[src/rtl/rr_arbiter_8.sv]
// rr_arbiter_8: eight-way round-robin arbiter with a registered one-hot grant,
// its binary index, and a bounded tenure timer. Each tenure is followed by at
// least one idle cycle (grant = 0) that serves as the resource handover bubble.
module rr_arbiter_8 #(
    parameter int unsigned MAX_HOLD = 16
) (
    input  logic       clk,
    input  logic       rst_n,
    input  logic       en,
    input  logic [7:0] req,
    output logic [7:0] grant,
    output logic [2:0] grant_idx,
    output logic       grant_valid,
    output logic       timeout
);

    typedef enum logic {
        IDLE = 1'b0,
        BUSY = 1'b1
    } state_t;

    // A limit of zero means a tenure is never cut short.
    localparam logic [7:0] HOLD_LIM = 8'(MAX_HOLD);
    localparam bit         HOLD_EN  = (MAX_HOLD != 0);

    state_t     state;
    logic [2:0] ptr;
    logic [2:0] cur;
    logic [7:0] hold_cnt;

    logic       win_found;
    logic [2:0] win_idx;

    // Scan ptr, ptr+1, ... ptr+7 (3-bit wrap). The loop runs from the farthest
    // offset down so the nearest requester to ptr is the last one written.
    function automatic logic [3:0] find_winner(input logic [7:0] r, input logic [2:0] p);
        logic [3:0] res;
        logic [2:0] c;
        res = 4'd0;
        for (int i = 7; i >= 0; i--) begin
            c = p + 3'(i);
            if (r[c]) begin
                res = {1'b1, c};
            end
        end
        return res;
    endfunction

    // Tenure counter saturates so an unlimited hold never wraps back to a
    // value that could match the limit.
    function automatic logic [7:0] sat_inc(input logic [7:0] v);
        return (v == 8'hFF) ? v : v + 8'd1;
    endfunction

    // Rotating-priority winner among the current requests.
    always_comb begin
        {win_found, win_idx} = find_winner(req, ptr);
    end

    // Arbitration state machine; all outputs are registered here.
    always_ff @(posedge clk or negedge rst_n) begin
        if (!rst_n) begin
            state       <= IDLE;
            ptr         <= 3'd0;
            cur         <= 3'd0;
            hold_cnt    <= 8'd0;
            grant       <= 8'h00;
            grant_idx   <= 3'd0;
            grant_valid <= 1'b0;
            timeout     <= 1'b0;
        end else begin
            timeout <= 1'b0;
            case (state)
                IDLE: begin
                    if (en && win_found) begin
                        state       <= BUSY;
                        cur         <= win_idx;
                        grant       <= 8'd1 << win_idx;
                        grant_idx   <= win_idx;
                        grant_valid <= 1'b1;
                        hold_cnt    <= 8'd1;
                    end else begin
                        grant       <= 8'h00;
                        grant_valid <= 1'b0;
                    end
                end
                BUSY: begin
                    if (!en) begin
                        // Enable drop wins over release and timeout; ptr keeps
                        // its value so the same owner can be re-granted.
                        state       <= IDLE;
                        grant       <= 8'h00;
                        grant_valid <= 1'b0;
                    end else if (!req[cur]) begin
                        state       <= IDLE;
                        grant       <= 8'h00;
                        grant_valid <= 1'b0;
                        ptr         <= cur + 3'd1;
                    end else if (HOLD_EN && (hold_cnt == HOLD_LIM)) begin
                        state       <= IDLE;
                        grant       <= 8'h00;
                        grant_valid <= 1'b0;
                        ptr         <= cur + 3'd1;
                        timeout     <= 1'b1;
                    end else begin
                        hold_cnt    <= sat_inc(hold_cnt);
                    end
                end
                default: begin
                    state       <= IDLE;
                    grant       <= 8'h00;
                    grant_valid <= 1'b0;
                end
            endcase
        end
    end

endmodule

[config.mk]
export PLATFORM = sky130hd
export DESIGN_NAME = rr_arbiter_8
export DESIGN_NICKNAME = d
export VERILOG_FILES = /design/src/rtl/rr_arbiter_8.sv
export SDC_FILE = /design/constraint.sdc
export NUM_CORES = 1
export LEC_CHECK = 0
export CAP_MARGIN = 30
export CORE_ASPECT_RATIO = 0.5
export CORE_MARGIN = 5
export CORE_UTILIZATION = 57
export DETAILED_ROUTE_END_ITERATION = 10
export GPL_TIMING_DRIVEN = 0
export PLACE_DENSITY = 0.79
export SETUP_SLACK_MARGIN = 0.5
export SLEW_MARGIN = 20
export SYNTH_ARGS = -nofsm -noshare
export SYNTH_HDL_FRONTEND = slang
export SYNTH_SLANG_ARGS = --single-unit
[constraint.sdc]
create_clock -name clk -period 3.3 [get_ports clk]
set_clock_uncertainty 0.1 [all_clocks]
set_input_delay 0.495 -clock clk [delete_from_list [all_inputs] [get_ports clk]]
set_output_delay 0.495 -clock clk [all_outputs]
set_load 0.01 [all_outputs]
==> metrics, run 1 <==
leading area contributor after synthesis=dfrtp_1; CTS clock-pin slew for the worst setup and hold paths=80 ps; Post-Syn Nets=~220; Syn Inst Count=206; worst rel slew slack=68.7%; Critical Path RT=between 3000 and 4000 ps; Clk Latency, worst-skew pair=around 260 ps; CTS buffer count=3; Via Count=approximately 1900; ys async rst share=100%; cell mode on critical path=buf_8; Slew Viols, Final=0; clock buffer depth=2; top layer in use=met4; Synth Register Bits=25; Remaining DRCs=0; final setup margin=roughly 480 ps; io pins=24; Antenna Cells=0; P_leak=1.15 nW; Die ar.=slightly above 0.005 mm²; top_reg_cell synth=dfrtp_1; worst hold path class=reg -> reg; TritonCTS clock tree=built; Seq/Total Area, Yosys=around 30%; H-tree levels=1; DIE WIDTH=roughly 96 µm; Final TNS setup=0 ps; CP Launch Point=ptr[1]; fraction of layout instances using a drive strength above 1=about 30%; Cell variety after synth=56; number of synthesized flops with an enable pin=0; DRT iter0 DRCs=between 100 and 150; synthesis-to-finish area growth=28.6%; final estimated routing congestion in global placement=0.881; global-route wire length before repair=slightly below 9000 µm; met1 wire length=approximately 2100 µm; metal3 WL=between 400 and 500 µm; DP HPWL=3800 µm; top cells by count, synth=dfrtp_1, nor2_1, nand2_1; top-area cell type share of the netlist area=between 20% and 30%; startpoint types=flop; pre-CTS setup slack=125 ps; GRT Overall Usage=between 20% and 30%; hold violation count in the final report=0; slowest stage delay, CP=about 390 ps; TritonCTS Sinks=25; via count of the first global-routing pass=around 1900; RSZ-0062 raised after global routing=yes; fin nets=~260; CP Capture Type=flop; Port Buf Inserts=23; Tcrit/Tclk final=85.5%; row count=15; crit path max fanout=5; Avg Vias per Cell=roughly 6.4; die height=roughly 53 µm; YS warnings=0; CP Data Arrival Time=2880 ps; FF-to-FF Start=ptr[1]; CP max-delay cell=dfrtp_1; hold buffers post-CTS=0; post-synthesis average cell area=slightly above 10 µm²; top-count cell post-synth=dfrtp_1; worst slew pin tran=around 470 ps; max-cap violation count=0; Synth Cell Area=0.00212 mm²; initial antenna violation count=0; crit-path cells=buf_6, buf_8, inv_8, ha_4, buf_8, mux4_2, mux2_4, a21oi_2, o22ai_2, a211oi_2, o21ai_2, a32o_1; RR Endpoint=grant[3]; router iterations before antenna repair=5; pwr/cell area=between 1000 and 1500 mW/mm²; initial core utilization=60.4%; Area contributors post-synth=dfrtp_1, mux4_2, mux2i_1; Post-DRT Antenna Nets=0; run status=completed; maximum number of pins on one net before global-route repair=17; maximum vdd ir drop=~0.46 mV; critical setup path kind=reg -> reg; drt total wl=roughly 5400 µm; Core ar.=between 0.003 and 0.004 mm²; Wirelength per Cell=between 15 and 20 µm; R2R setup slack=480 ps; final setup vio count=0; FMAX=~350 MHz; Setup crit end=grant[3]; hold depth=1; met2 WL=around 2700 µm; Tmin final=approximately 2800 ps; Congestion Overflow GR=0; clk root buf=clkbuf_8; worst hold path startpoint=state; Reg2Reg Depth=12
## per-stage QoR
step                std cells  cell area [µm²]  util [%]  hold WS, ps  power [W]
global placement          280             2430      69.3          373    0.00258
finish                    298             2730      77.6          398    0.00329
floorplan                 206             2140         -         99.4    0.00211
detailed placement        281             2450      69.8          386    0.00264
global route              298             2730      77.6          419    0.00351
CTS                       297             2650      75.4          398    0.00310
## worst max-delay path: cells and delay by family, from the launching register on
kind            cells  cell delay, ps
flops               1             390
mux                 2             700
buf+inv             4             430
compound gates      5             860
fa+ha+maj           1             210
## cells in the final DEF (no fill, tap or decap), types with 3 or more instances in the layout
master and count:
a21oi_1 7, a21oi_2 3, a32o_1 4, a32o_2 4
buf_4 13, buf_6 3, buf_8 4, clkbuf_1 3
clkbuf_8 3, clkdlybuf4s50_1 15, dfrtp_1 25, dlygate4sd2_1 5
dlymetal6s2s_1 3, ha_1 4, inv_1 3, mux2_4 3
mux2i_1 12, mux2i_4 3, mux4_2 14, nand2_1 15
nand2b_1 3, nand3_1 3, nand4_1 5, nor2_1 20
nor2b_1 3, nor3_1 4, o21ai_0 5, o21ai_1 3
xnor2_1 3, xor2_1 4
## metal layers
metal / vias to the layer above / GRT usage [%]
met5: - / 0
met4: 0 / 7.08
met3: 17 / 3.84
met2: 105 / 39.9
met1: 914 / 29.0
li1: 877 / -
## flip-flops by register name, indices dropped and copies added, names as in the netlist
register and cells:
grant_valid 1, cur 3, hold_cnt 8, grant 8, state 1, timeout 1
ptr 3
## logic make-up after synthesis
kind of cell             share of synthesized area [%]
AND/OR/NAND/NOR                                   15.6
AO/OA/AOI/OAI                                     17.0
XOR/XNOR                                          3.72
flip-flops                                        29.5
adder cells (fa/ha/maj)                           2.95
buffers and inverters                             4.37
multiplexers                                      26.8
## worst min-delay path by stage
stage / to / slack [ps]
floorplan: cur[0] / 100
finish: hold_cnt[0] / 400
detailed placement: grant[5] / 390
CTS: hold_cnt[0] / 400
global route: grant[6] / 420
global placement: grant_valid / 370
## report_power, final
group | switching [W] | total [W] | internal [W] | leakage, nW
registers | 0.0000875 | 0.000496 | 0.000408 | 0.326
clock network | 0.0000881 | 0.000174 | 0.0000863 | 0.0228
logic | 0.00135 | 0.00262 | 0.00127 | 0.803
total | 0.00152 | 0.00329 | 0.00176 | 1.15
## layout make-up
cell class,instances,area [µm²]
Buffer,12,106
Clock buffer,4,45.0
Fill cell,242,785
Inverter,6,37.5
Multi-Input combinational cell,163,1500
Sequential cell,25,626
Tap cell,51,63.8
Timing Repair Buffer,37,344
## repair_timing
action	in CTS	in global routing
pin swaps	5	11
setup buffers	12	1
endpoints found under the setup margin	16	14
resized for setup	24	19
endpoints found under the hold margin	0	0
Note: power is estimated with default switching activity, not from simulation.
==> run 2, diff against run 1 <==
- TNS_END_PERCENT: not set -> 1
==> run 2 against run 1 <==
  * Worst setup slack got worse by 42 ps
  * Die area did not move
  * Critical path depth did not move
  * Largest power group unchanged
  * Final cell count rose by 1.7%
  * Final area rose by 0.83%
  * Critical endpoint unchanged
  * Clock power barely moved
  * Routed wire length rose by 5.8%
==> metrics, run 2 (synthesized netlist as in run 1, its figures left out) <==
fraction of layout instances using a drive strength above 1=30.2%; CTS buffer count=3; CP Data Arrival Time=2920 ps; clk root buf=clkbuf_8; Final TNS setup=0 ps; P_leak=~1.2 nW; DIE WIDTH=just under 100 µm; Tcrit/Tclk final=86.8%; TritonCTS Sinks=25; maximum vdd ir drop=0.448 mV; worst rel slew slack=68.9%; RSZ-0062 raised after global routing=yes; hold violation count in the final report=0; Critical Path RT=between 3000 and 4000 ps; CP Launch Point=ptr[0]; clock buffer depth=2; GRT Overall Usage=22.9%; Setup crit end=grant[3]; internal power=around 0.0018 W; TritonCTS clock tree=built; startpoint types=flop; worst slew pin tran=~460 ps; Top Registers=grant (8), hold_cnt (8); Reg2Reg Depth=12; Post-DRT Antenna Nets=0; Congestion Overflow GR=0; Flop pwr share=~15%; Via Count=roughly 2000; initial antenna violation count=0; FF-to-FF Start=ptr[0]; Antenna Cells=0; worst hold path class=reg -> reg; router iterations before antenna repair=5; final setup vio count=0; io pins=24; synthesis-to-finish area growth=29.7%; max-cap violation count=0; R2R setup slack=440 ps; via count of the first global-routing pass=around 1900; Port Buf Inserts=23; RR Endpoint=grant[3]; Wirelength per Cell=between 15 and 20 µm; NetSw=~0.0016 W; H-tree levels=1; global-route wire length before repair=8850 µm; critical setup path kind=reg -> reg; maximum number of pins on one net before global-route repair=17; final estimated routing congestion in global placement=0.881; row count=15; crit path max fanout=5; Clk Latency, worst-skew pair=roughly 270 ps; Comb power frac=about four fifths; pwr/cell area=1230 mW/mm²; Placed Area=0.00245 mm²; commonest non-fill, non-tap cell in the layout=dfrtp_1; commonest cells after routing, fill and taps aside=dfrtp_1, nor2_1, buf_4; run status=completed; fin nets=between 200 and 300; Avg Vias per Cell=between 6 and 7; clock network fraction of design power=approximately 5.2%; pre-CTS setup slack=roughly 130 ps; design area=between 0.002 and 0.003 mm²; Pwr Total=around 0.0034 W; Core ar.=0.00351 mm²; drt total wl=approximately 5700 µm; initial core utilization=roughly 60%; Die ar.=just over 0.005 mm²; Tmin final=approximately 2900 ps; CP Capture Type=flop; DP HPWL=about 3800 µm; Remaining DRCs=0; final setup margin=roughly 440 ps; die height=about 53 µm; Slew Viols, Final=0; Sw Share=between 40% and 50%; DRT iter0 DRCs=around 140; FMAX=around 350 MHz; CTS clock-pin slew for the worst setup and hold paths=approximately 80 ps
run 2: cell types whose count changed in the layout (fill, tap and decap cells not counted), moves of 2 or more:
| cell | before | now |
|---|---|---|
| buf_4 | 13 | 18 |
| clkdlybuf4s50_1 | 15 | 17 |
| o21ai_0 | 5 | 7 |
| o21ai_1 | 3 | 1 |
| xor2_2 | 0 | 2 |
run 2: stage by stage:
| stage | cells | util [%] | hold slack, ps |
|---|---|---|---|
| final | 303 | 78.3 | 398 |
| after global routing | 303 | 78.3 | 419 |
| after CTS | 294 | 74.4 | 398 |
| after detailed placement | 281 | 69.8 | 386 |
| after global placement | 280 | 69.3 | 373 |
| after floorplan | 206 | - | 99.4 |
run 2: power by group through the flow:
stage	Sequential [W]	Clock [W]	Combinational [W]
6_report	0.000496	0.000176	0.00270
3_3_place_gp	0.000498	0	0.00208
3_5_place_dp	0.000503	0	0.00214
4_1_cts	0.000496	0.000181	0.00238
5_1_grt	0.000511	0.000194	0.00286
2_1_floorplan	0.000517	0	0.00159
run 2: metal layers:
| layer | part of all wire (%) | up-vias | track usage (%) |
|---|---|---|---|
| met5 | 0 | - | 0 |
| met3 | 8.1 | 30 | 4.12 |
| met2 | 48 | 110 | 39.8 |
| li1 | - | 895 | - |
| met1 | 40 | 955 | 29.0 |
| met4 | 3.7 | 0 | 7.31 |
run 2: critical path, stage by stage (launching register included):
cell and delay (ps):
dfrtp_1 400, buf_6 130, buf_8 120, inv_6 70
ha_4 210, buf_8 130, mux4_2 380, mux2_4 330
a21oi_2 120, o22ai_2 70, a211oi_2 280, o21ai_2 130
a32o_1 280
run 2: area by class of cell:
class	instances	area [µm²]
multi-input cells	163	1490
fillers	234	762
flip-flops and latches	25	626
repair buffers	42	380
plain buffers	12	105
well taps	51	63.8
clock buffers	4	45.0
inverters	6	35.0
run 2: how the worst min path moves through the flow:
| stage | cells past startpoint | slack, ps | startpoint | end |
|---|---|---|---|---|
| 6_report | 1 | 400 | state | hold_cnt[0] |
| 5_1_grt | 1 | 420 | grant[6] | grant[6] |
| 4_1_cts | 1 | 400 | state | hold_cnt[0] |
| 3_5_place_dp | 1 | 390 | grant[5] | grant[5] |
| 3_3_place_gp | 2 | 370 | grant_valid | grant_valid |
| 2_1_floorplan | 0 | 100 | rst_n | cur[0] |
run 2: repair_timing:
action | in CTS | in global routing
setup buffers | 9 | 9
pin swaps | 2 | 5
endpoints found under the setup margin | 16 | 18
hold buffers | 0 | 0
resized for setup | 19 | 16
hold endpoints to repair | 0 | 0
